**config.mk**
```make
export PLATFORM = sky130hd
export DESIGN_NAME = univ_shift_reg
export DESIGN_NICKNAME = d
export VERILOG_FILES = /design/src/rtl/univ_shift_reg.sv
export SDC_FILE = /design/constraint.sdc
export NUM_CORES = 1
export LEC_CHECK = 0
export ABC_AREA = 1
export BUFFER_PORTS_ARGS = -buffer_cell sky130_fd_sc_hd__buf_2
export CORE_AREA = 2 2 39 41
export CTS_CLUSTER_DIAMETER = 80
export CTS_CLUSTER_SIZE = 25
export DETAILED_ROUTE_END_ITERATION = 8
export DIE_AREA = 0 0 41 43
export PLACE_DENSITY = 0.69
export SYNTH_ARGS = -nofsm -noshare
export SYNTH_HDL_FRONTEND = slang
export SYNTH_SLANG_ARGS = --single-unit
```
**constraint.sdc**
```tcl
create_clock -name clk -period 1.1 [get_ports clk]
set_input_delay 0.165 -clock clk [delete_from_list [all_inputs] [get_ports clk]]
set_output_delay 0.165 -clock clk [all_outputs]
set_load 0.01 [all_outputs]
```
**src/rtl/univ_shift_reg.sv**
```systemverilog
// Universal shift register: hold, shift right, shift left or parallel load, with a WIDTH-shift frame counter.
// Latency 1 cycle for every operation; no backpressure, en=0 freezes all state.
module univ_shift_reg #(
  parameter int                 WIDTH   = 4,
  parameter logic [WIDTH-1:0]   RST_VAL = '0,
  localparam int                CW      = $clog2(WIDTH + 1)
) (
  input  logic             clk,
  input  logic             rst,
  input  logic             en,
  input  logic [1:0]       mode,
  input  logic [WIDTH-1:0] d,
  input  logic             sin_r,
  input  logic             sin_l,
  output logic [WIDTH-1:0] q,
  output logic             sout_r,
  output logic             sout_l,
  output logic [CW-1:0]    shift_cnt,
  output logic             frame_done
);

  localparam logic [1:0] MODE_HOLD  = 2'b00;
  localparam logic [1:0] MODE_RIGHT = 2'b01;
  localparam logic [1:0] MODE_LEFT  = 2'b10;
  localparam logic [1:0] MODE_LOAD  = 2'b11;

  localparam logic [CW-1:0] LAST_CNT = CW'(WIDTH - 1);

  logic [WIDTH-1:0] q_nxt;
  logic [CW-1:0]    cnt_nxt;
  logic             done_nxt;
  logic             shifting;

  assign sout_r = q[0];
  assign sout_l = q[WIDTH-1];

  always_comb begin
    q_nxt    = q;
    cnt_nxt  = shift_cnt;
    done_nxt = 1'b0;
    shifting = 1'b0;
    if (en) begin
      case (mode)
        MODE_RIGHT: begin
          q_nxt    = {sin_r, q[WIDTH-1:1]};
          shifting = 1'b1;
        end
        MODE_LEFT: begin
          q_nxt    = {q[WIDTH-2:0], sin_l};
          shifting = 1'b1;
        end
        MODE_LOAD: begin
          q_nxt   = d;
          cnt_nxt = '0;
        end
        MODE_HOLD: begin
          q_nxt = q;
        end
        default: begin
          q_nxt = q;
        end
      endcase
    end
    // The WIDTH-th shift wraps the counter and starts the next frame immediately.
    if (shifting) begin
      if (shift_cnt == LAST_CNT) begin
        cnt_nxt  = '0;
        done_nxt = 1'b1;
      end else begin
        cnt_nxt = shift_cnt + 1'b1;
      end
    end
  end

  always_ff @(posedge clk or posedge rst) begin
    if (rst) begin
      q          <= RST_VAL;
      shift_cnt  <= '0;
      frame_done <= 1'b0;
    end else begin
      q          <= q_nxt;
      shift_cnt  <= cnt_nxt;
      frame_done <= done_nxt;
    end
  end

endmodule

```
==> results of run 1 <==
## final timing paths
kind,from,endpoint,slack (ns),cells after the start
max in group asynchronous,rst,shift_cnt[0],0.46,3
min,en,shift_cnt[0],0.21,3
min reg2reg,shift_cnt[0],shift_cnt[0],0.51,1
max,shift_cnt[0],shift_cnt[0],0.11,4
max reg2reg,shift_cnt[0],shift_cnt[0],0.11,4
min in group asynchronous,rst,shift_cnt[2],0.41,3
## final cells by class
| type | count | area share (%) |
|---|---|---|
| clock buffers | 3 | 3.53 |
| inverters | 11 | 6.47 |
| multi-input cells | 51 | 38.2 |
| flip-flops and latches | 8 | 31.4 |
| well taps | 16 | 3.14 |
| repair buffers | 21 | 17.3 |
## critical path: stages (launching register included)
cell	delay [ns]
dfrtp_1	0.41
ha_1	0.23
nand2_2	0.10
nand3_1	0.07
o21ai_1	0.11
## metal layers
layer,track usage [%],up-vias,part of all wire [%]
li1,-,256,-
met1,17.2,205,44
met2,21.6,18,45
met3,5.24,2,9.5
met4,6.00,0,1.3
met5,0,-,0
## where the power goes
group / switching (mW) / internal (mW)
Combinational: 0.176 / 0.138
Clock: 0.0997 / 0.125
Sequential: 0.0503 / 0.352
## synthesized netlist by cell type
| cell type | n | area share (%) |
|---|---|---|
| buf_4 | 2 | 3.0 |
| dfrtp_1 | 8 | 40 |
| ha_1 | 4 | 10 |
| inv_1 | 6 | 4.5 |
| inv_2 | 5 | 3.8 |
| nand2_1 | 37 | 28 |
| nand3_1 | 1 | 1.0 |
| nor2_1 | 4 | 3.0 |
| nor2_2 | 1 | 1.3 |
| nor2_4 | 1 | 2.3 |
| o21ai_0 | 2 | 2.0 |
| o21ai_1 | 1 | 1.0 |
## sequential cells by signal, indices dropped and copies added, names as in the netlist
| register | cells |
|---|---|
| q | 4 |
| shift_cnt | 3 |
| frame_done | 1 |
## per-stage QoR
step / power, mW / hold slack [ns] / setup TNS [ns]
detailed placement: 0.711 / 0.124 / -0.00683
global route: 1.04 / 0.218 / 0
global placement: 0.705 / 0.126 / 0
finish: 0.941 / 0.206 / 0
floorplan: 0.606 / -0.0193 / 0
CTS: 0.944 / 0.206 / 0
## cell families after synthesis
group	Yosys count
adders and majority gates	4
AOI/OAI and AO/OA	3
and+or+nand+nor	44
DFF	8
buffers and inverters	13
## timing repair
action / 4_1_cts / 5_1_grt
resized for setup: 0 / 3
hold buffers: 1 / 0
endpoints found under the setup margin: 0 / 2
endpoints found under the hold margin: 8 / 0
==> metrics.cfg, run 1 <==
[outcome]
status=finished clean

[clock_tree]
numCtsBuffers=3
cts-root-buf=clkbuf_4
clk-insertion-delay-late_ns=0.25
clock_sinks=8
h-tree-depth=1
clockBufferDepth=2
cts_tree=built
post_cts_buffers=0
cts.clk_slew.worst_paths_ns=0.05

[drt]
drcViolationCount=0
wl_per_cell_um=9.11
firstDrtPassIters=2
detail-route-antenna-nets=0
num_vias=481
drt_iter0_markers=4
via_per_inst=4.37
drt_wl_total_um=1000

[timing]
period_minus_slack_ns=0.987
setup_viol=0
rsz0062_at_grt=no
max_freq_mhz=1010
maxSlewViolCount=0
fin_ws_ns=0.113
hold_viol_final=0
period_share_pct=89.8
clock_skew_ns=0.00140
worstMarginPinSlew_ns=0.305
max-slew-margin-rel_pct=79.7

[synth]
netlist_instances=72
ys_warn_count=0
ys_seq_area_share_pct=40.2
avgSynthCellArea_um2=6.92
syn-cell-area_um2=498
synthMuxAreaShare_pct=0
synthesis.nets=87
yosys.area_share.adder_pct=10.1
ys_ff_latch=8
yosys.area_share.simple_pct=35.4
synth_compound_gate_area_share_pct=3.02
synth-xor-area-share_pct=0
synth_top_family_by_area=simple AND/OR/NAND/NOR gates
synth_cell_types=12

[final_layout]
layout_commonest_cell=nand2_1
drive_above_1_share_pct=33.0
multi_input_area_um2=244
fin_cells=110
syn_to_final_growth_pct=28.1
layout_common_cells=nand2_1 (36), buf_2 (20), dfrtp_1 (8)
fillers=166
finalInstanceArea_um2=638
area.sequential_um2=200
post-route-util_pct=46.1
num_antenna_cells=0
nNetsFinal=111

[die]
rows=14
fp.dieW_um=41
coreArea_um2=1380
pin_count=21
die_y_um=43
start_util_pct=36.0
dieArea_um2=1760

[critical_path]
end_kind=flip-flop
start_kind=flip-flop
cp_max_fo=4
required_ns=1.28
critPathKind=reg2reg
worstPathArrival_ns=1.17

[placement]
port_buffers=20
dp_slack_ns=-0.00683
hpwl_um=798
dp.cells=106
place_congestion=0.637
place_area_um2=603

[power]
p_leak_nw=0.404
peakVddDrop_uv=706
cellPowerDensity_nw_per_um2=1480

[global_routing]
grt_util_all_layers_pct=14.2
grt_overflow=0
antenna_found_initial=0
grt_pass1_wl_um=1680
grt_pass1_vias=414
grt_max_degree=9

[run]
cap_violations=0

[hold_path]
hp-class=in2reg

(Power assumes the default switching activity.)
==> inputs of run 2 (changes only) <==
--- a/config.mk
+++ b/config.mk
@@ -13,6 +13,8 @@
 export DETAILED_ROUTE_END_ITERATION = 8
 export DIE_AREA = 0 0 41 43
 export PLACE_DENSITY = 0.69
+export REMOVE_ABC_BUFFERS = 1
+export SLEW_MARGIN = 0
 export SYNTH_ARGS = -nofsm -noshare
 export SYNTH_HDL_FRONTEND = slang
 export SYNTH_SLANG_ARGS = --single-unit
==> run 2 against run 1 <==
Effect of this change: first-iteration DRC count increased by 50%; fmax decreased by 1.5%; combinational power decreased by 2%; die area unchanged; sequential power about the same; largest power group unchanged.
==> metrics.cfg, run 2 (synthesized netlist as in run 1, its figures left out) <==
[outcome]
status=finished clean

[die]
coreArea_um2=1380
fp.dieW_um=41
dieArea_um2=1760
rows=14
pin_count=21
start_util_pct=36.0
die_y_um=43

[hold_path]
hp-start=en
hold_path_depth=3
hp-class=in2reg

[timing]
clock_skew_ns=0.000239
timing.hold.ws_ns=0.219
hold_viol_final=0
fin_ws_ns=0.0973
maxSlewViolCount=0
max_freq_mhz=997
max-slew-margin-rel_pct=80.1
period_share_pct=91.2
worstMarginPinSlew_ns=0.298
rsz0062_at_grt=yes
setup_viol=0
setup_tns_ns=0
period_minus_slack_ns=1.00

[final_layout]
regMostFlops=q
largest_reg_flops=4
fin_cells=110
reg_top3=q (4), shift_cnt (3), frame_done (1)
layout_common_cells=nand2_1 (37), buf_2 (20), dfrtp_1 (8)
nNetsFinal=111
drive_above_1_share_pct=31.9
layout_commonest_cell=nand2_1
finalInstanceArea_um2=636
num_antenna_cells=0
fillers=150
syn_to_final_growth_pct=27.6
post-route-util_pct=45.9

[placement]
place_congestion=0.624
place_area_um2=603
dp.cells=106
hpwl_um=817
dp_slack_ns=0.0138
port_buffers=20

[clock_tree]
h-tree-depth=1
cts.clk_slew.worst_paths_ns=0.05
cts-root-buf=clkbuf_4
clockBufferDepth=2
clk-insertion-delay-late_ns=0.24
cts_tree=built
numCtsBuffers=3
clock_sinks=8
post_cts_buffers=0

[global_routing]
grt_max_degree=9
antenna_found_initial=0
grt_pass1_wl_um=1610
grt_pass1_vias=432
grt_overflow=0
grt_util_all_layers_pct=13.2

[power]
cellPowerDensity_nw_per_um2=1460
p_leak_nw=0.403
peakVddDrop_uv=845
power_uw=929

[critical_path]
crit_start=shift_cnt[0]
worstPathArrival_ns=1.17
end_kind=flip-flop
crit_end=shift_cnt[0]
reg2reg_from=shift_cnt[0]
cp_max_fo=4
r2r_cells=4
r2r-end=shift_cnt[0]
reg2reg_slack_ns=0.1
required_ns=1.27
start_kind=flip-flop
critPathKind=reg2reg

[drt]
via_per_inst=4.34
wl_per_cell_um=9.16
num_vias=477
drt_wl_total_um=1010
drcViolationCount=0
detail-route-antenna-nets=0
firstDrtPassIters=2
drt_iter0_markers=6

[run]
cap_violations=0

run 2: cell counts in the layout (fill, tap and decap cells not counted):
No cell type changed its count.
run 2: final cells by class:
class                           count  area, um^2  share of cell area [%]
Multi-Input combinational cell     51         241                    38.0
Sequential cell                     8         200                    31.5
Timing Repair Buffer               21         110                    17.3
Inverter                           11        41.3                    6.50
Clock buffer                        3        22.5                    3.54
Tap cell                           16        20.0                    3.15
run 2: what timing repair did:
action | 4_1_cts | 5_1_grt
resized for setup | 0 | 2
setup endpoints to repair | 0 | 2
hold buffers | 1 | 0
endpoints found under the hold margin | 8 | 0
run 2: routing by layer:
metal	part of all wire (%)	vias to the layer above	routed length [um]	global-route usage, %
met1	45	206	451	14.8
met3	8.1	0	82	3.14
met5	0	-	0	0
met2	47	17	474	23.1
li1	-	254	-	-
met4	0	0	0	4.00
run 2: how the worst min path moves through the flow:
stage / end / slack, ns
floorplan: frame_done / -0.02
global placement: q[3] / 0.12
detailed placement: q[3] / 0.12
CTS: q[3] / 0.22
global route: q[3] / 0.23
finish: shift_cnt[0] / 0.22
run 2: power by group:
| part | internal [mW] | switching (mW) |
|---|---|---|
| clock network | 0.124 | 0.0910 |
| logic | 0.135 | 0.174 |
| registers | 0.352 | 0.0520 |
run 2: critical path, cell delays in order (launching register included):
cell and delay, ns:
dfrtp_1 0.41, ha_1 0.22, nand2_1 0.11, nand3_1 0.08, o21ai_1 0.12
==> inputs of run 3 (changes only) <==
--- a/config.mk
+++ b/config.mk
@@ -5,14 +5,13 @@
 export SDC_FILE = /design/constraint.sdc
 export NUM_CORES = 1
 export LEC_CHECK = 0
-export ABC_AREA = 1
 export BUFFER_PORTS_ARGS = -buffer_cell sky130_fd_sc_hd__buf_2
 export CORE_AREA = 2 2 39 41
 export CTS_CLUSTER_DIAMETER = 80
 export CTS_CLUSTER_SIZE = 25
 export DETAILED_ROUTE_END_ITERATION = 8
 export DIE_AREA = 0 0 41 43
-export PLACE_DENSITY = 0.69
+export PLACE_DENSITY = 0.67
 export REMOVE_ABC_BUFFERS = 1
 export SLEW_MARGIN = 0
 export SYNTH_ARGS = -nofsm -noshare
==> constraint.sdc (replaced) <==
create_clock -name clk -period 0.85 [get_ports clk]
set_input_delay 0.1275 -clock clk [delete_from_list [all_inputs] [get_ports clk]]
set_output_delay 0.1275 -clock clk [all_outputs]
set_load 0.01 [all_outputs]
==> run 3 against run 2 <==
Effect of this change: the run now ends with negative setup slack left; global-route usage rose by 1.9 points; flip-flop and latch count stayed put; clock-buffer cell count unchanged; largest cell class unchanged; highest routed layer is now met4; power increased by 73%; wire length increased by 13%.
==> metrics.cfg, run 3 <==
[outcome]
status=complete, but fails checks
violations=negative setup slack

[drt]
wl_met2_um=591
drt_iter0_markers=0
drt_wl_total_um=1140
detail-route-antenna-nets=0
routed.top_layer=met4
drcViolationCount=0
firstDrtPassIters=1
wl_met1_um=432
num_vias=458
wl_met3_um=79
via_per_inst=4.77
wl_per_cell_um=11.8

[critical_path]
reg2reg_from=shift_cnt[0]
r2r_cells=3
worstPathArrival_ns=0.88
cp_max_fo=2
end_kind=output port
reg2reg_slack_ns=-0.15
r2r-end=shift_cnt[2]
critPathKind=reg2out
required_ns=0.72
start_kind=flip-flop

[die]
dieArea_um2=1760
start_util_pct=32.1
rows=14
pin_count=21
die_y_um=43
coreArea_um2=1380
fp.dieW_um=41

[synth]
syn-cell-area_um2=444
synth_cell_types=14
synth_top_area_share_pct=45.1
async_flop_share_pct=100
avgSynthCellArea_um2=9.45
synth.largest_area_cell=dfrtp_1
yosys.cell_count.top_type=dfrtp_1
ys_top_cells_by_area=dfrtp_1 (45%), ha_1 (11%), a22o_1 (7.9%), nand2_1 (5.9%), o21ai_1 (5.6%)
ys_ff_latch=8
ys_seq_area_share_pct=45.1
netlist_instances=47
synth_common_cells=dfrtp_1 (8), nand2_1 (7), o21ai_1 (5)
synth-edff-count=0
ys_warn_count=0
synthFlopType=dfrtp_1

[global_routing]
grt_util_all_layers_pct=15.1
grt_max_degree=9
grt_pass1_wl_um=1760
grt_overflow=0
grt_pass1_vias=455
antenna_found_initial=0

[power]
peakVddDrop_uv=1340
cellPowerDensity_nw_per_um2=2030
p_leak_nw=0.405
power_mw=1.61

[clock_tree]
numCtsBuffers=3
cts.clk_slew.worst_paths_ns=0.06
clock_sinks=8
clockBufferDepth=2
clk-insertion-delay-late_ns=0.26
cts_tree=built
cts-root-buf=clkbuf_4
h-tree-depth=1

[timing]
clock_skew_ns=0.00708
maxSlewViolCount=0
worstMarginPinSlew_ns=0.299
fin_ws_ns=-0.162
period_share_pct=119
max-slew-margin-rel_pct=80.0
max_freq_mhz=988
rsz0062_at_grt=yes
setup_viol=17
setup_tns_ns=-1.75
hold_viol_final=0
period_minus_slack_ns=1.01

[placement]
place_area_um2=602
place_congestion=0.724
dp.cells=88
hpwl_um=792
port_buffers=20
dp_slack_ns=-0.283

[final_layout]
largest_reg_flops=4
reg_top3=q (4), shift_cnt (3), frame_done (1)
syn_to_final_growth_pct=78.6
layout_common_cells=buf_2 (13), buf_6 (13), dfrtp_1 (8)
nNetsFinal=97
regMostFlops=q
fin_cells=96
drive_above_1_share_pct=63.7
num_antenna_cells=0
finalInstanceArea_um2=793

[hold_path]
hold_path_depth=2
hold_end=shift_cnt[2]
hp-class=in2reg
hp-start=en

[run]
cap_violations=0

-- run 3: worst max path at each step --
stage                         endpoint  slack, ns         start
after floorplan           shift_cnt[2]      -0.24  shift_cnt[0]
after global placement    shift_cnt[1]      -0.24       mode[0]
after detailed placement  shift_cnt[0]      -0.28       mode[0]
after CTS                 shift_cnt[1]      -0.17  shift_cnt[1]
after global routing              q[0]      -0.19          q[0]
final                     shift_cnt[1]      -0.16  shift_cnt[1]
-- run 3: worst max-delay path, cell delays in order, from the launching register on --
cell and delay [ns]:
dfrtp_1 0.38, buf_4 0.14, buf_6 0.11
-- run 3: power by group --
part	switching [mW]	leakage (nW)	internal [mW]	total, mW
sequential	0.0529	0.104	0.456	0.509
clock	0.131	0.0138	0.162	0.293
combinational	0.335	0.287	0.474	0.809
-- run 3: cells by family (layout without fill, tap and decap cells) --
family / Yosys count / after routing / share of synthesized area [%]
multiplexers: 1 / 1 / 2.54
AND/OR/NAND/NOR: 12 / 12 / 11.5
flip-flops: 8 / 8 / 45.1
buffers and inverters: 6 / 39 / 6.76
adder cells (fa/ha/maj): 4 / 4 / 11.3
AO/OA/AOI/OAI: 16 / 16 / 22.8
-- run 3: what timing repair did --
action,4_1_cts,5_1_grt
buffers inserted,3,1
hold endpoints to repair,8,0
pin swaps,5,2
gates resized for setup,19,14
setup endpoints to repair,17,18
hold buffers,1,0
-- run 3: metrics by stage --
step	util [%]	hold slack [ns]
after global routing	57.3	0.113
after floorplan	-	-0.0568
final	57.3	0.113
after detailed placement	43.5	0.0877
after CTS	53.0	0.0915
after global placement	43.5	0.0844
-- run 3: cell type report --
type / instances / area (um^2)
Sequential cell: 8 / 200
Tap cell: 16 / 20.0
Inverter: 4 / 15.0
Clock buffer: 3 / 22.5
Timing Repair Buffer: 32 / 259
Multi-Input combinational cell: 33 / 277
Fill cell: 123 / 591
-- run 3: metal layers --
metal / GRT usage, % / vias to the layer above
li1: - / 226
met1: 15.9 / 207
met2: 25.0 / 20
met3: 3.14 / 5
met4: 10.0 / 0
met5: 0 / -
